## src/rtl/mult_pkg.sv

```systemverilog
// -----------------------------------------------------------------------------
// mult_pkg
// Shared definitions for the multiply-accumulate datapath: default widths of
// the product, accumulator and beat counter, and the accumulator state
// enumeration.
// -----------------------------------------------------------------------------
package mult_pkg;

  // Product width delivered by the upstream 36x36 multiplier.
  localparam int unsigned PROD_W_DEF = 32'd72;
  // Accumulator width; must be at least the product width.
  localparam int unsigned ACC_W_DEF  = 32'd80;
  // Beat-counter width.
  localparam int unsigned CNT_W_DEF  = 32'd16;

  typedef enum logic [1:0] {
    ST_IDLE  = 2'd0,
    ST_ACCUM = 2'd1,
    ST_HOLD  = 2'd2
  } state_t;

endpackage

```

## src/rtl/mult_accum.sv

```systemverilog
// -----------------------------------------------------------------------------
// mult_accum
// Sums a group of unsigned products (one beat per cycle, bubbles allowed) and
// presents the group result until the downstream side takes it.
//
// Ports:
//   clk        in   single clock, rising edge
//   rst        in   synchronous active-high reset
//   in_prod    in   PROD_W  unsigned product
//   in_valid   in   in_prod/in_last valid
//   in_last    in   final beat of a group
//   in_ready   out  a beat is accepted this cycle when in_valid is also high
//   out_sum    out  ACC_W   group sum modulo 2^ACC_W
//   out_count  out  CNT_W   number of beats in the group, saturating
//   out_ovf    out  sticky carry-out of the accumulator within the group
//   out_valid  out  result valid
//   out_ready  in   downstream accepts the result
// -----------------------------------------------------------------------------
module mult_accum
  import mult_pkg::*;
#(
  parameter int unsigned PROD_W = PROD_W_DEF,
  parameter int unsigned ACC_W  = ACC_W_DEF,
  parameter int unsigned CNT_W  = CNT_W_DEF
) (
  input  logic              clk,
  input  logic              rst,
  input  logic [PROD_W-1:0] in_prod,
  input  logic              in_valid,
  input  logic              in_last,
  output logic              in_ready,
  output logic [ACC_W-1:0]  out_sum,
  output logic [CNT_W-1:0]  out_count,
  output logic              out_ovf,
  output logic              out_valid,
  input  logic              out_ready
);

  localparam logic [CNT_W-1:0] CNT_ONE = CNT_W'(1);
  localparam logic [CNT_W-1:0] CNT_MAX = {CNT_W{1'b1}};

  state_t             state_r;
  state_t             state_nx;
  logic [ACC_W-1:0]   acc_r;
  logic [ACC_W-1:0]   acc_nx;
  logic [CNT_W-1:0]   cnt_r;
  logic [CNT_W-1:0]   cnt_nx;
  logic               ovf_r;
  logic               ovf_nx;
  logic               valid_r;
  logic               valid_nx;
  logic               accept_s;
  logic [ACC_W-1:0]   prod_ext_s;
  logic [ACC_W:0]     sum_ext_s;
  logic [CNT_W-1:0]   cnt_inc_s;

  // Ready is forced low during reset so no beat is counted as taken then.
  assign in_ready   = (!rst) && (state_r != ST_HOLD);
  assign accept_s   = in_valid && in_ready;
  assign prod_ext_s = ACC_W'(in_prod);
  // One extra bit on the adder captures the carry-out for the sticky flag.
  assign sum_ext_s  = {1'b0, acc_r} + {1'b0, prod_ext_s};
  assign cnt_inc_s  = (cnt_r == CNT_MAX) ? cnt_r : (cnt_r + CNT_ONE);

  // Next-state and datapath update logic.
  always_comb begin
    state_nx = state_r;
    acc_nx   = acc_r;
    cnt_nx   = cnt_r;
    ovf_nx   = ovf_r;
    valid_nx = valid_r;
    case (state_r)
      ST_IDLE: begin
        if (accept_s) begin
          acc_nx   = prod_ext_s;
          cnt_nx   = CNT_ONE;
          ovf_nx   = 1'b0;
          state_nx = in_last ? ST_HOLD : ST_ACCUM;
          valid_nx = in_last;
        end else begin
          state_nx = ST_IDLE;
        end
      end
      ST_ACCUM: begin
        if (accept_s) begin
          acc_nx   = sum_ext_s[ACC_W-1:0];
          cnt_nx   = cnt_inc_s;
          ovf_nx   = ovf_r | sum_ext_s[ACC_W];
          state_nx = in_last ? ST_HOLD : ST_ACCUM;
          valid_nx = in_last;
        end else begin
          state_nx = ST_ACCUM;
        end
      end
      ST_HOLD: begin
        if (valid_r && out_ready) begin
          state_nx = ST_IDLE;
          valid_nx = 1'b0;
        end else begin
          state_nx = ST_HOLD;
        end
      end
      default: begin
        state_nx = ST_IDLE;
        valid_nx = 1'b0;
      end
    endcase
  end

  // State and result registers with synchronous reset.
  always_ff @(posedge clk) begin
    if (rst) begin
      state_r <= ST_IDLE;
      acc_r   <= {ACC_W{1'b0}};
      cnt_r   <= {CNT_W{1'b0}};
      ovf_r   <= 1'b0;
      valid_r <= 1'b0;
    end else begin
      state_r <= state_nx;
      acc_r   <= acc_nx;
      cnt_r   <= cnt_nx;
      ovf_r   <= ovf_nx;
      valid_r <= valid_nx;
    end
  end

  assign out_sum   = acc_r;
  assign out_count = cnt_r;
  assign out_ovf   = ovf_r;
  assign out_valid = valid_r;

endmodule

```

## config.mk

```make
export PLATFORM = sky130hd
export DESIGN_NAME = mult_accum
export DESIGN_NICKNAME = d
export VERILOG_FILES = /design/src/rtl/mult_pkg.sv /design/src/rtl/mult_accum.sv
export SDC_FILE = /design/constraint.sdc
export NUM_CORES = 1
export LEC_CHECK = 0
export BUFFER_PORTS_ARGS = -buffer_cell sky130_fd_sc_hd__buf_2
export CAP_MARGIN = 30
export CORE_MARGIN = 5
export CORE_UTILIZATION = 30
export DETAILED_ROUTE_END_ITERATION = 7
export REMOVE_ABC_BUFFERS = 1
export SLEW_MARGIN = 15
export SYNTH_ARGS = -nofsm -noshare
export SYNTH_HDL_FRONTEND = slang
export SYNTH_SLANG_ARGS = --single-unit
export TNS_END_PERCENT = 1
```

## constraint.sdc

```tcl
create_clock -name clk -period 3.6 [get_ports clk]
set_input_delay 0.36 -clock clk [delete_from_list [all_inputs] [get_ports clk]]
set_output_delay 0.36 -clock clk [all_outputs]
set_load 0.1 [all_outputs]
```

After elaboration in Yosys (flattened, before gate mapping)

Cells that the tools add are included.

Add/sub/neg operators: 2
Equality and inequality tests: 9
Muxes and demuxes: 18
Bitwise operators: 1
Reduce and logical (&&, ||, !) cells: 10

Operator list:

| operator                                                                 | count |
|---|---|
| 80-bit 2-to-1 mux                                                        | 2 |
| 80-bit case mux with 2 select lines                                      | 1 |
| 80-bit by 72-bit adder with 81-bit output                                | 1 |
| 16-bit 2-to-1 mux                                                        | 3 |
| 16-bit case mux with 2 select lines                                      | 1 |
| 16-bit by 1-bit adder with 16-bit output (second input constant)         | 1 |
| 16-bit == test (second input constant)                                   | 1 |
| 2-bit inequality test (second input constant)                            | 5 |
| 2-bit 2-to-1 mux                                                         | 4 |
| 2-bit case mux with 3 select lines                                       | 1 |
| 1-bit 2-to-1 mux                                                         | 4 |
| 1-bit case mux with 2 select lines                                       | 2 |
| 4-bit AND reduction                                                      | 1 |
| 1-bit logical AND                                                        | 3 |
| 3-bit AND reduction                                                      | 1 |
| 2-bit by 1-bit == test with 1-bit output (second input constant)         | 1 |
| 2-bit == test (second input constant)                                    | 1 |
| 2-bit logical NOT                                                        | 1 |
| 2-bit by 1-bit inequality test with 1-bit output (second input constant) | 1 |
| 2-bit AND reduction                                                      | 1 |
| 2-bit nonzero test                                                       | 1 |
| 2-bit OR reduction                                                       | 1 |
| 1-bit logical NOT                                                        | 1 |
| 1-bit OR                                                                 | 1 |

Bits in registers: 100
Input bits: 77
Output and inout bits: 99
Logic and storage cells: 45

Longest topological paths before layout

Gate-level depths: netlist of the first run.

Depth in word-level cells: 5
Mapped depth: 13
Mapped depth without buffers: 13

Least setup slack after synthesis of the first run

No wires, ideal clock.

Path type: flip-flop to flip-flop
Start: register acc_r[0], in the netlist out_sum[0]
End: register acc_r[76], in the netlist out_sum[76]
Setup time: 0.070 ns
Data arrival time: 4.081 ns
Data required time: 3.530 ns
Slack: -0.551 ns
Cell stages (with the launch flop): 14
Path buffers: 0
Clock period less this slack: 4.151 ns
Cell sequence: dfxtp_1 ha_1 inv_1 fa_1 nand2b_1 a21oi_2 o41ai_1 o41a_1 o31a_1 o31ai_4 a221oi_2 a211o_1 or3_1 a21oi_1

Longest elaborated chain between the ends: 3

RTL lines:

| item                                      | RTL line          | text |
|---|---|---|
| from (decl)                               | mult_accum.sv:44  | `logic [ACC_W-1:0] acc_r;` |
| from (signal assigned)                    | mult_accum.sv:114 | `acc_r <= {ACC_W{1'b0}};` |
| from (signal assigned)                    | mult_accum.sv:120 | `acc_r <= acc_nx;` |
| 80-bit by 72-bit adder with 81-bit output | mult_accum.sv:62  | `assign sum_ext_s = {1'b0, acc_r} + {1'b0, prod_ext_s};` |
| 80-bit 2-to-1 mux                         | mult_accum.sv:85  | `if (accept_s) begin` |
| 80-bit case mux with 2 select lines       | mult_accum.sv:72  | `case (state_r)` |

No other way between the ends. The select of a mux whose other input is x is not followed.
A chain may end at the register's enable or synchronous reset.

Worst setup path in the final report of the first run

Ends and elaborated chain as after synthesis.

==> results of run 1 <==
-- cell families (layout without fill, tap and decap cells) --
kind of cell / count (synthesis) / count (layout)
AOI/OAI and AO/OA: 433 / 433
adders and majority gates: 74 / 74
and+or+nand+nor: 384 / 384
DFF: 100 / 100
buffers and inverters: 117 / 316
other: 0 / 1
muxes: 3 / 3
xor gates and xnor gates: 73 / 73
-- worst paths after layout --
kind               startpoint  slack [ps]          end  depth (start not counted)
setup / recovery   out_sum[0]         110  out_sum[76]                         13
hold / removal     in_prod[2]         280   out_sum[2]                          3
setup reg to reg   out_sum[0]         110  out_sum[76]                         13
hold reg to reg   out_sum[50]         470  out_sum[50]                          2
-- Yosys cell counts, drive strengths merged, types with 4 or more instances --
cell type    n  area (µm²)
a211oi      11        82.6
a21boi       4        30.0
a21o        30         225
a21oi      163         820
a221oi      15         138
a31oi        7        43.8
and2         8        50.1
and3        11        68.8
buf         14        61.3
clkbuf      73         274
dfxtp      100        2000
ha          73         913
inv         30         113
nand2      156         586
nand2b      12        75.1
nand3       22         110
nand4       38         238
nor2        85         319
nor2b        4        25.0
nor3        21         105
o211ai       9        72.6
o21a         7        52.6
o21ai       83         415
o21bai      13        97.6
o221ai      47         412
o22ai        7        43.8
o31ai        7        66.3
o41ai        4        35.0
or2          4        25.0
or3         11        68.8
xnor2       45         394
xor2        28         245
-- per-layer routing --
layer / global-route usage / share of wire / vias up
li1: - / - / 4753
met1: 0.270 / 0.47 / 4482
met2: 0.307 / 0.44 / 328
met3: 0.0491 / 0.082 / 48
met4: 0.0441 / 0.016 / 8
met5: 0 / 0.0013 / -
-- what timing repair did --
action	4_1_cts	5_1_grt
pin swaps	2	5
resized for setup	2	7
hold endpoints to repair	0	0
endpoints found under the setup margin	4	24
hold buffers	0	0
-- power breakdown --
group	switching, mW	internal, mW
Clock	0.540	0.498
Sequential	0.0634	1.17
Combinational	1.27	0.574
Total	1.87	2.24
-- metrics by stage --
| step | TNS (ps) | cells | area, µm² |
|---|---|---|---|
| 2_1_floorplan | -4070 | 1097 | 8250 |
| 3_3_place_gp | -158 | 1750 | 10300 |
| 3_5_place_dp | -551 | 1751 | 10300 |
| 4_1_cts | -4.25 | 1767 | 10600 |
| 5_1_grt | -218 | 1767 | 10700 |
| 6_report | 0 | 1768 | 10700 |
-- cells in the final DEF, fill, tap and decap left out, types with 8 or more instances in the layout --
master and count:
sky130_fd_sc_hd__inv_1 30, sky130_fd_sc_hd__or3_1 11, sky130_fd_sc_hd__a21oi_1 162, sky130_fd_sc_hd__o21ai_0 57
sky130_fd_sc_hd__nand2_1 155, sky130_fd_sc_hd__nand4_1 38, sky130_fd_sc_hd__dfxtp_1 98, sky130_fd_sc_hd__nand3_1 22
sky130_fd_sc_hd__nand2b_1 10, sky130_fd_sc_hd__xnor2_1 45, sky130_fd_sc_hd__nor3_1 20, sky130_fd_sc_hd__o21bai_1 13
sky130_fd_sc_hd__nor2_1 85, sky130_fd_sc_hd__a21o_1 30, sky130_fd_sc_hd__xor2_1 28, sky130_fd_sc_hd__and3_1 11
sky130_fd_sc_hd__o211ai_1 8, sky130_fd_sc_hd__clkbuf_16 9, sky130_fd_sc_hd__a221oi_1 14, sky130_fd_sc_hd__o221ai_1 47
sky130_fd_sc_hd__buf_2 175, sky130_fd_sc_hd__ha_1 73, sky130_fd_sc_hd__o21ai_1 26, sky130_fd_sc_hd__a211oi_1 11
sky130_fd_sc_hd__buf_4 95
-- state kept, by name (all words and copies together), names as in the netlist --
| name | cells |
|---|---|
| out_count | 16 |
| out_ovf | 1 |
| out_sum | 80 |
| out_valid | 1 |
| state_r | 2 |
-- worst max-delay path, cell delays in order (launching register included) --
cell	delay [ps]
sky130_fd_sc_hd__dfxtp_2	350
sky130_fd_sc_hd__ha_1	180
sky130_fd_sc_hd__inv_1	70
sky130_fd_sc_hd__fa_2	360
sky130_fd_sc_hd__nand2b_4	160
sky130_fd_sc_hd__a21oi_2	180
sky130_fd_sc_hd__o41ai_2	140
sky130_fd_sc_hd__o41a_1	380
sky130_fd_sc_hd__o31a_1	410
sky130_fd_sc_hd__o31ai_4	340
sky130_fd_sc_hd__a221oi_2	100
sky130_fd_sc_hd__a211o_1	290
sky130_fd_sc_hd__or3_1	350
sky130_fd_sc_hd__a21oi_1	130
-- cell type report --
class | count | area (µm²) | share of cell area
Multi-Input combinational cell | 967 | 6180 | 0.580
Sequential cell | 100 | 2000 | 0.188
Timing Repair Buffer | 270 | 1590 | 0.149
Tap cell | 384 | 480 | 0.0450
Clock buffer | 9 | 225 | 0.0211
Inverter | 30 | 113 | 0.0106
Clock inverter | 7 | 71.3 | 0.00668
Antenna cell | 1 | 2.50 | 0.000235
==> out/metrics.sh, run 1 <==
STATUS='complete, no violations'
CTS_NUM_SINKS=100
MAXCAPVIOLATIONS=0
WIRE_LENGTH_OF_THE_FIRST_GLOBAL_ROUTING_PASS_MM=50.4
CTS_SETUP_BUFFERS=0
CTSHTREEMAXLEVEL=3
SHARE_OF_THE_CLOCK_PERIOD_USED_BY_THE_WORST_PATH_AFTER_LAYOUT=0.970
DETAILEDPLACE.WORSTSLACK_PS=-160
ROUTE.DETAILED.VIAS_PER_INST=5.44
ASYNC_FLOP_SHARE=0
MAXSLEWHEADROOM=0.454
POWER.LEAKAGE_nW=4.71
ROUTE.DETAILED.WL_PER_INST_UM=17.9
VDD_IR_DROP_MAX_mV=0.231
FINAL.SETUP_SKEW_PS=12.4
IO_PINS=176
CTS_TREE='done'
P_PER_AREA_nW_PER_UM2=386
POSTSYNTH.TOPFLOPCELL='sky130_fd_sc_hd__dfxtp_1'
POSTSYNTHCELLCOUNT=1184
ROOT_BUFFER_MASTER='sky130_fd_sc_hd__clkbuf_16'
CRITICAL_PATH.STARTPOINT_TYPE='flip-flop'
N_FILL_CELL=3062
SYNTH.FF_LATCH_COUNT=100
WORST_HOLD_PATH_TYPE='input pin to flip-flop'
REGISTER_AREA_SHARE_AFTER_SYNTHESIS=0.233
GLOBALROUTE.TOTALOVERFLOW=0
FLOORPLAN.INITIALDENSITY=0.302
FINAL_LAYOUT_SIZE_SUFFIX_GT1_FRAC=0.223
POSTLAYOUTSETUPSLACKWORST_PS=107
GRT_MAX_DEGREE=67
PATH_CLASS='flip-flop to flip-flop'
DIE-WIDTH_UM=179
SYN-CELL-AREA_UM2=8580
DIE_AREA_UM2=32100
INITIAL_ANTENNA_VIOLATION_COUNT=5
DP_HPWL_MM=24.7
SYNTH_COMPOUND_AREA_FRAC=0.323
DRT_ITER0_DRC=686
CLK_TRANSITION_REPORTED_PATHS_PS=90
POST_SYNTH_XOR_AREA_FRACTION=0.0745
YOSYSWARNINGS=0
DRT-PASS1-ITER-COUNT=5
POST_SYNTH_FA_HA_MAJ_AREA_FRACTION=0.109
REPORT.POWER.TOTAL_mW=4.12
FLOORPLAN_ROW_COUNT=62
GLOBAL_ROUTE.USAGE.TOTAL=0.195
YOSYS.CELL_TYPES.COUNT=66
CRIT_ARRIVAL_PS=3800
BUFFER_PORTS.INSERTED=175
HOLD_VIOL=0
SYNTHMUXAREASHARE=0.00350
DIE_HEIGHT_UM=179
DOMINANT_COMBINATIONAL_CELL_FAMILY_BY_AREA_AFTER_SYNTHESIS='compound AO/OA/AOI/OAI gates'
CRIT_FANOUT=4
FINALWEIGHTEDCONGESTION=0.922
CRITICAL_PATH.ENDPOINT_TYPE='flip-flop'
PERIOD_NEEDED_PS=3490
GRT_SETUP_UNREPAIRED='yes'
SYNTHSIMPLEGATEAREAFRAC=0.205
NNETSFINAL=1529
VIA_COUNT_OF_THE_FIRST_GLOBAL_ROUTING_PASS=9248
SYN-MEAN-INSTANCE-AREA_UM2=7.25
WORST_SKEW_PAIR.LATE_LATENCY_PS=360
DRCVIOLATIONCOUNT=0
REPORT.FINAL.SLEW_VIOL_COUNT=0
DRT_WL_TOTAL_MM=31.7
AREA_GROWTH_PCT=24.3
FINAL.HOLD.WORST_SLACK_PS=276
CTS_MAX_PATH_BUFFERS=2
PEAK_CLOCK_FREQUENCY_SUPPORTED_BY_TIMING_MHz=286
WORST_SLEW_PIN_SLEW_PS=820
CORE-AREA_UM2=28500
UTILIZATION=0.375
VIA_COUNT=9619
SETUP_VIOL=0
REQUIRED_PS=3900
COUNT_OF_FLIP_FLOPS_WITH_A_BUILT_IN_ENABLE_AFTER_SYNTHESIS=0
CTS_MADE_BUFFERS=9
NUMBER_OF_NETS_WITH_ANTENNA_VIOLATIONS_AFTER_ROUTING=0
Note: power is estimated with default switching activity, not from simulation.
==> inputs of run 2 (changes only) <==
Settings changed: ABC_AREA set to 1.
==> out/metrics.sh, run 2 <==
STATUS='complete, no violations'
BUFFER_PORTS.INSERTED=175
FINAL.SETUP_SKEW_PS=16.6
DIE_HEIGHT_UM=201
CTS_NUM_SINKS=100
CRITICAL_PATH.STARTPOINT_TYPE='flip-flop'
UTILIZATION=0.349
FINAL_LAYOUT_SIZE_SUFFIX_GT1_FRAC=0.0999
MAXSLEWHEADROOM=0.480
R2R-START='out_sum[0]'
HIGHEST-SIGNAL-LAYER='met4'
DR_WL_MET2_MM=20.2
POWER.LEAKAGE_nW=6.77
DP_HPWL_MM=38.4
DOMINANT_COMBINATIONAL_CELL_FAMILY_BY_AREA_AFTER_SYNTHESIS='simple AND/OR/NAND/NOR gates'
GLOBAL_ROUTE.USAGE.TOTAL=0.222
END_OF_THE_WORST_REGISTER_TO_REGISTER_PATH='out_sum[72]'
SYN-CELL-AREA_UM2=11000
GLOBALROUTE.TOTALOVERFLOW=0
MAXCAPVIOLATIONS=0
MIN_PATH_CELLS=2
WORSTHOLDSTART='in_valid'
TNS_PS=0
POST-SYNTH-TOP-AREA-FRACTION=0.246
WIRELENGTH_MET1_MM=21.6
POST_SYNTH_XOR_AREA_FRACTION=0.0207
ROOT_BUFFER_MASTER='sky130_fd_sc_hd__clkbuf_16'
WORST_SKEW_PAIR.LATE_LATENCY_PS=390
NETLIST.TOP_CELL.BY_AREA='sky130_fd_sc_hd__nand2_1'
SETUP_VIOL=0
DPL-INSTANCE-AREA_UM2=12400
SYNTH.MOST_COMMON_CELL='sky130_fd_sc_hd__nand2_1'
CLK_TRANSITION_REPORTED_PATHS_PS=90
CRITICAL_PATH_CELL_COUNT=20
SYNTH_TOP_CELLS_BY_AREA='sky130_fd_sc_hd__nand2_1 (25%), sky130_fd_sc_hd__dfxtp_1 (18%), sky130_fd_sc_hd__inv_1 (12%)'
GRT_MAX_DEGREE=109
PATH_DELAY_FAMILY='simple AND/OR/NAND/NOR gates'
DRCVIOLATIONCOUNT=0
N_FILL_CELL=4198
DETAILROUTE.WIRELENGTH.MET3_MM=3.27
FLOORPLAN.INITIALDENSITY=0.302
REPORT.FINAL.SLEW_VIOL_COUNT=0
VDD_IR_DROP_MAX_mV=0.251
WORST_HOLD_PATH_TYPE='input pin to flip-flop'
HOLD_PATH_END='state_r[0]'
DIE_AREA_UM2=40500
POST_SYNTH_FA_HA_MAJ_AREA_FRACTION=0.0850
POSTSYNTH.TOPFLOPCELL='sky130_fd_sc_hd__dfxtp_1'
POSTSYNTHCELLCOUNT=2063
CTSRESIZECOUNT=0
LAYOUT.CELLS.MOST_COMMON='sky130_fd_sc_hd__nand2_1'
AREA_GROWTH_PCT=15.3
CTS-HOLD-FIX-BUFFERS=0
FINALWEIGHTEDCONGESTION=0.992
REGISTER_TO_REGISTER_SETUP_SLACK_PS=700
GRT_SETUP_UNREPAIRED='no'
FLOORPLAN_ROW_COUNT=70
HOLD_VIOL=0
SHARE_OF_THE_CLOCK_PERIOD_USED_BY_THE_WORST_PATH_AFTER_LAYOUT=0.806
FF2FF_PATH_DEPTH=20
PATH_BUF_INV=2
MOSTFREQUENTLAYOUTCELLS='sky130_fd_sc_hd__nand2_1 (721), sky130_fd_sc_hd__inv_1 (357), sky130_fd_sc_hd__nor2_1 (280)'
CTS_TREE='done'
P_PER_AREA_nW_PER_UM2=312
CTS_SETUP_BUFFERS=0
VIA_COUNT=13200
YOSYS.CELL_TYPES.COUNT=38
ASYNC_FLOP_SHARE=0
CRIT_ARRIVAL_PS=3240
DIODE_COUNT=0
REQUIRED_PS=3940
LARGEST_REGISTER_FFS=80
YOSYSWARNINGS=0
ROUTE.DETAILED.VIAS_PER_INST=4.90
COUNT_OF_FLIP_FLOPS_WITH_A_BUILT_IN_ENABLE_AFTER_SYNTHESIS=0
DIE-WIDTH_UM=201
PATH_CLASS='flip-flop to flip-flop'
CORE-AREA_UM2=36300
SYNTH_COMPOUND_AREA_FRAC=0.151
WORST_SLEW_PIN_SLEW_PS=780
REGISTER_AREA_SHARE_AFTER_SYNTHESIS=0.182
CRITICAL_PATH.ENDPOINT_TYPE='flip-flop'
DRT-PASS1-ITER-COUNT=6
DRT_WL_TOTAL_MM=46.2
SYNTHMUXAREASHARE=0
WORST_PATH_MAX_DELAY_CELL='sky130_fd_sc_hd__dfxtp_1'
ROUTE.DETAILED.WL_PER_INST_UM=17.2
CRIT_FANOUT=5
WIRE_LENGTH_OF_THE_FIRST_GLOBAL_ROUTING_PASS_MM=71.5
SYNTH_TOP_CELLS_BY_COUNT='sky130_fd_sc_hd__nand2_1 (721), sky130_fd_sc_hd__inv_1 (357), sky130_fd_sc_hd__nor2_1 (281)'
DRT_ITER0_DRC=1123
FIN_AREA_UM2=12700
NUMBER_OF_NETS_WITH_ANTENNA_VIOLATIONS_AFTER_ROUTING=0
REPORT.POWER.TOTAL_mW=3.95
VIA_COUNT_OF_THE_FIRST_GLOBAL_ROUTING_PASS=12700
CRITICAL_PATH.MAX_STAGE_DELAY_PS=360
NNETSFINAL=2369
SYNTHSIMPLEGATEAREAFRAC=0.425
SYN-MEAN-INSTANCE-AREA_UM2=5.33
IO_PINS=176
INITIAL_ANTENNA_VIOLATION_COUNT=0
CTS_MAX_PATH_BUFFERS=2
CTSHTREEMAXLEVEL=3
CELL_BY_CELL_LISTING_OF_THE_CRITICAL_PATH='ha_1 -> inv_1 -> fa_1 -> inv_1 -> nand3_1 -> nand3_1 -> nand2_1 -> nand2_1 -> nand2_1 -> nand2_1 -> nand2_1 -> nand2_1 -> nand2_1 -> nand2_1 -> nand2_1 -> nand2_1 -> nand2_1 -> nand2_1 -> nand2_1 -> nor2_1'
PERIOD_NEEDED_PS=2900
SYNTH.FF_LATCH_COUNT=100
CTS_MADE_BUFFERS=9
CRITICAL-PATH-TOP-CELL-BY-COUNT='sky130_fd_sc_hd__nand2_1'
PEAK_CLOCK_FREQUENCY_SUPPORTED_BY_TIMING_MHz=345
## run 2: cell count changes in the layout (fill, tap and decap cells not counted), sizes merged, moves of 11 or more
cell | before | now
a21o | 30 | 0
a221oi | 15 | 0
buf | 270 | 183
inv | 36 | 362
nand2 | 156 | 722
nand2b | 12 | 0
nand3 | 22 | 121
nand4 | 38 | 4
nor2 | 85 | 285
o21ai | 83 | 68
o221ai | 47 | 7
or3 | 11 | 0
xnor2 | 45 | 10
xor2 | 28 | 16
## run 2: through the flow
step / worst slack (ps) / instances / hold slack [ps]
finish: 699 / 2691 / 170
global placement: 739 / 2675 / 465
global route: 457 / 2691 / 184
CTS: 775 / 2691 / 153
detailed placement: 675 / 2675 / 468
floorplan: -672 / 2024 / 429
## run 2: report_power, final
group	leakage [nW]	internal [mW]	switching, mW
clock	0.143	0.504	0.561
combinational	5.81	0.415	1.26
sequential	0.816	1.16	0.0491
## run 2: layout make-up
type	count	area (µm²)	share of cell area
multi-input cells	1565	7490	0.591
flip-flops and latches	100	2000	0.158
inverters	359	1350	0.106
repair buffers	183	948	0.0749
well taps	468	586	0.0462
clock buffers	10	239	0.0189
clock inverters	6	52.6	0.00415
## run 2: how the worst max path moves through the flow
stage                     startpoint            end  slack [ps]
after floorplan           state_r[0]  out_count[13]        -670
after global routing      out_sum[0]    out_sum[72]         460
final                     out_sum[0]    out_sum[72]         700
after CTS                 out_sum[0]    out_sum[72]         770
after detailed placement  in_prod[0]    out_sum[72]         670
after global placement    in_prod[0]    out_sum[72]         740
## run 2: per-layer routing
metal | track usage | vias to the layer above
met1 | 0.301 | 5946
met5 | 0 | -
li1 | - | 6744
met4 | 0.0696 | 0
met2 | 0.352 | 433
met3 | 0.0471 | 53
## run 2: cell families (layout without fill, tap and decap cells)
| group | count (synthesis) | in the layout |
|---|---|---|
| AOI/OAI and AO/OA | 296 | 296 |
| DFF | 100 | 100 |
| adders and majority gates | 74 | 74 |
| xor gates and xnor gates | 26 | 26 |
| and+or+nand+nor | 1169 | 1169 |
| buffers and inverters | 398 | 558 |
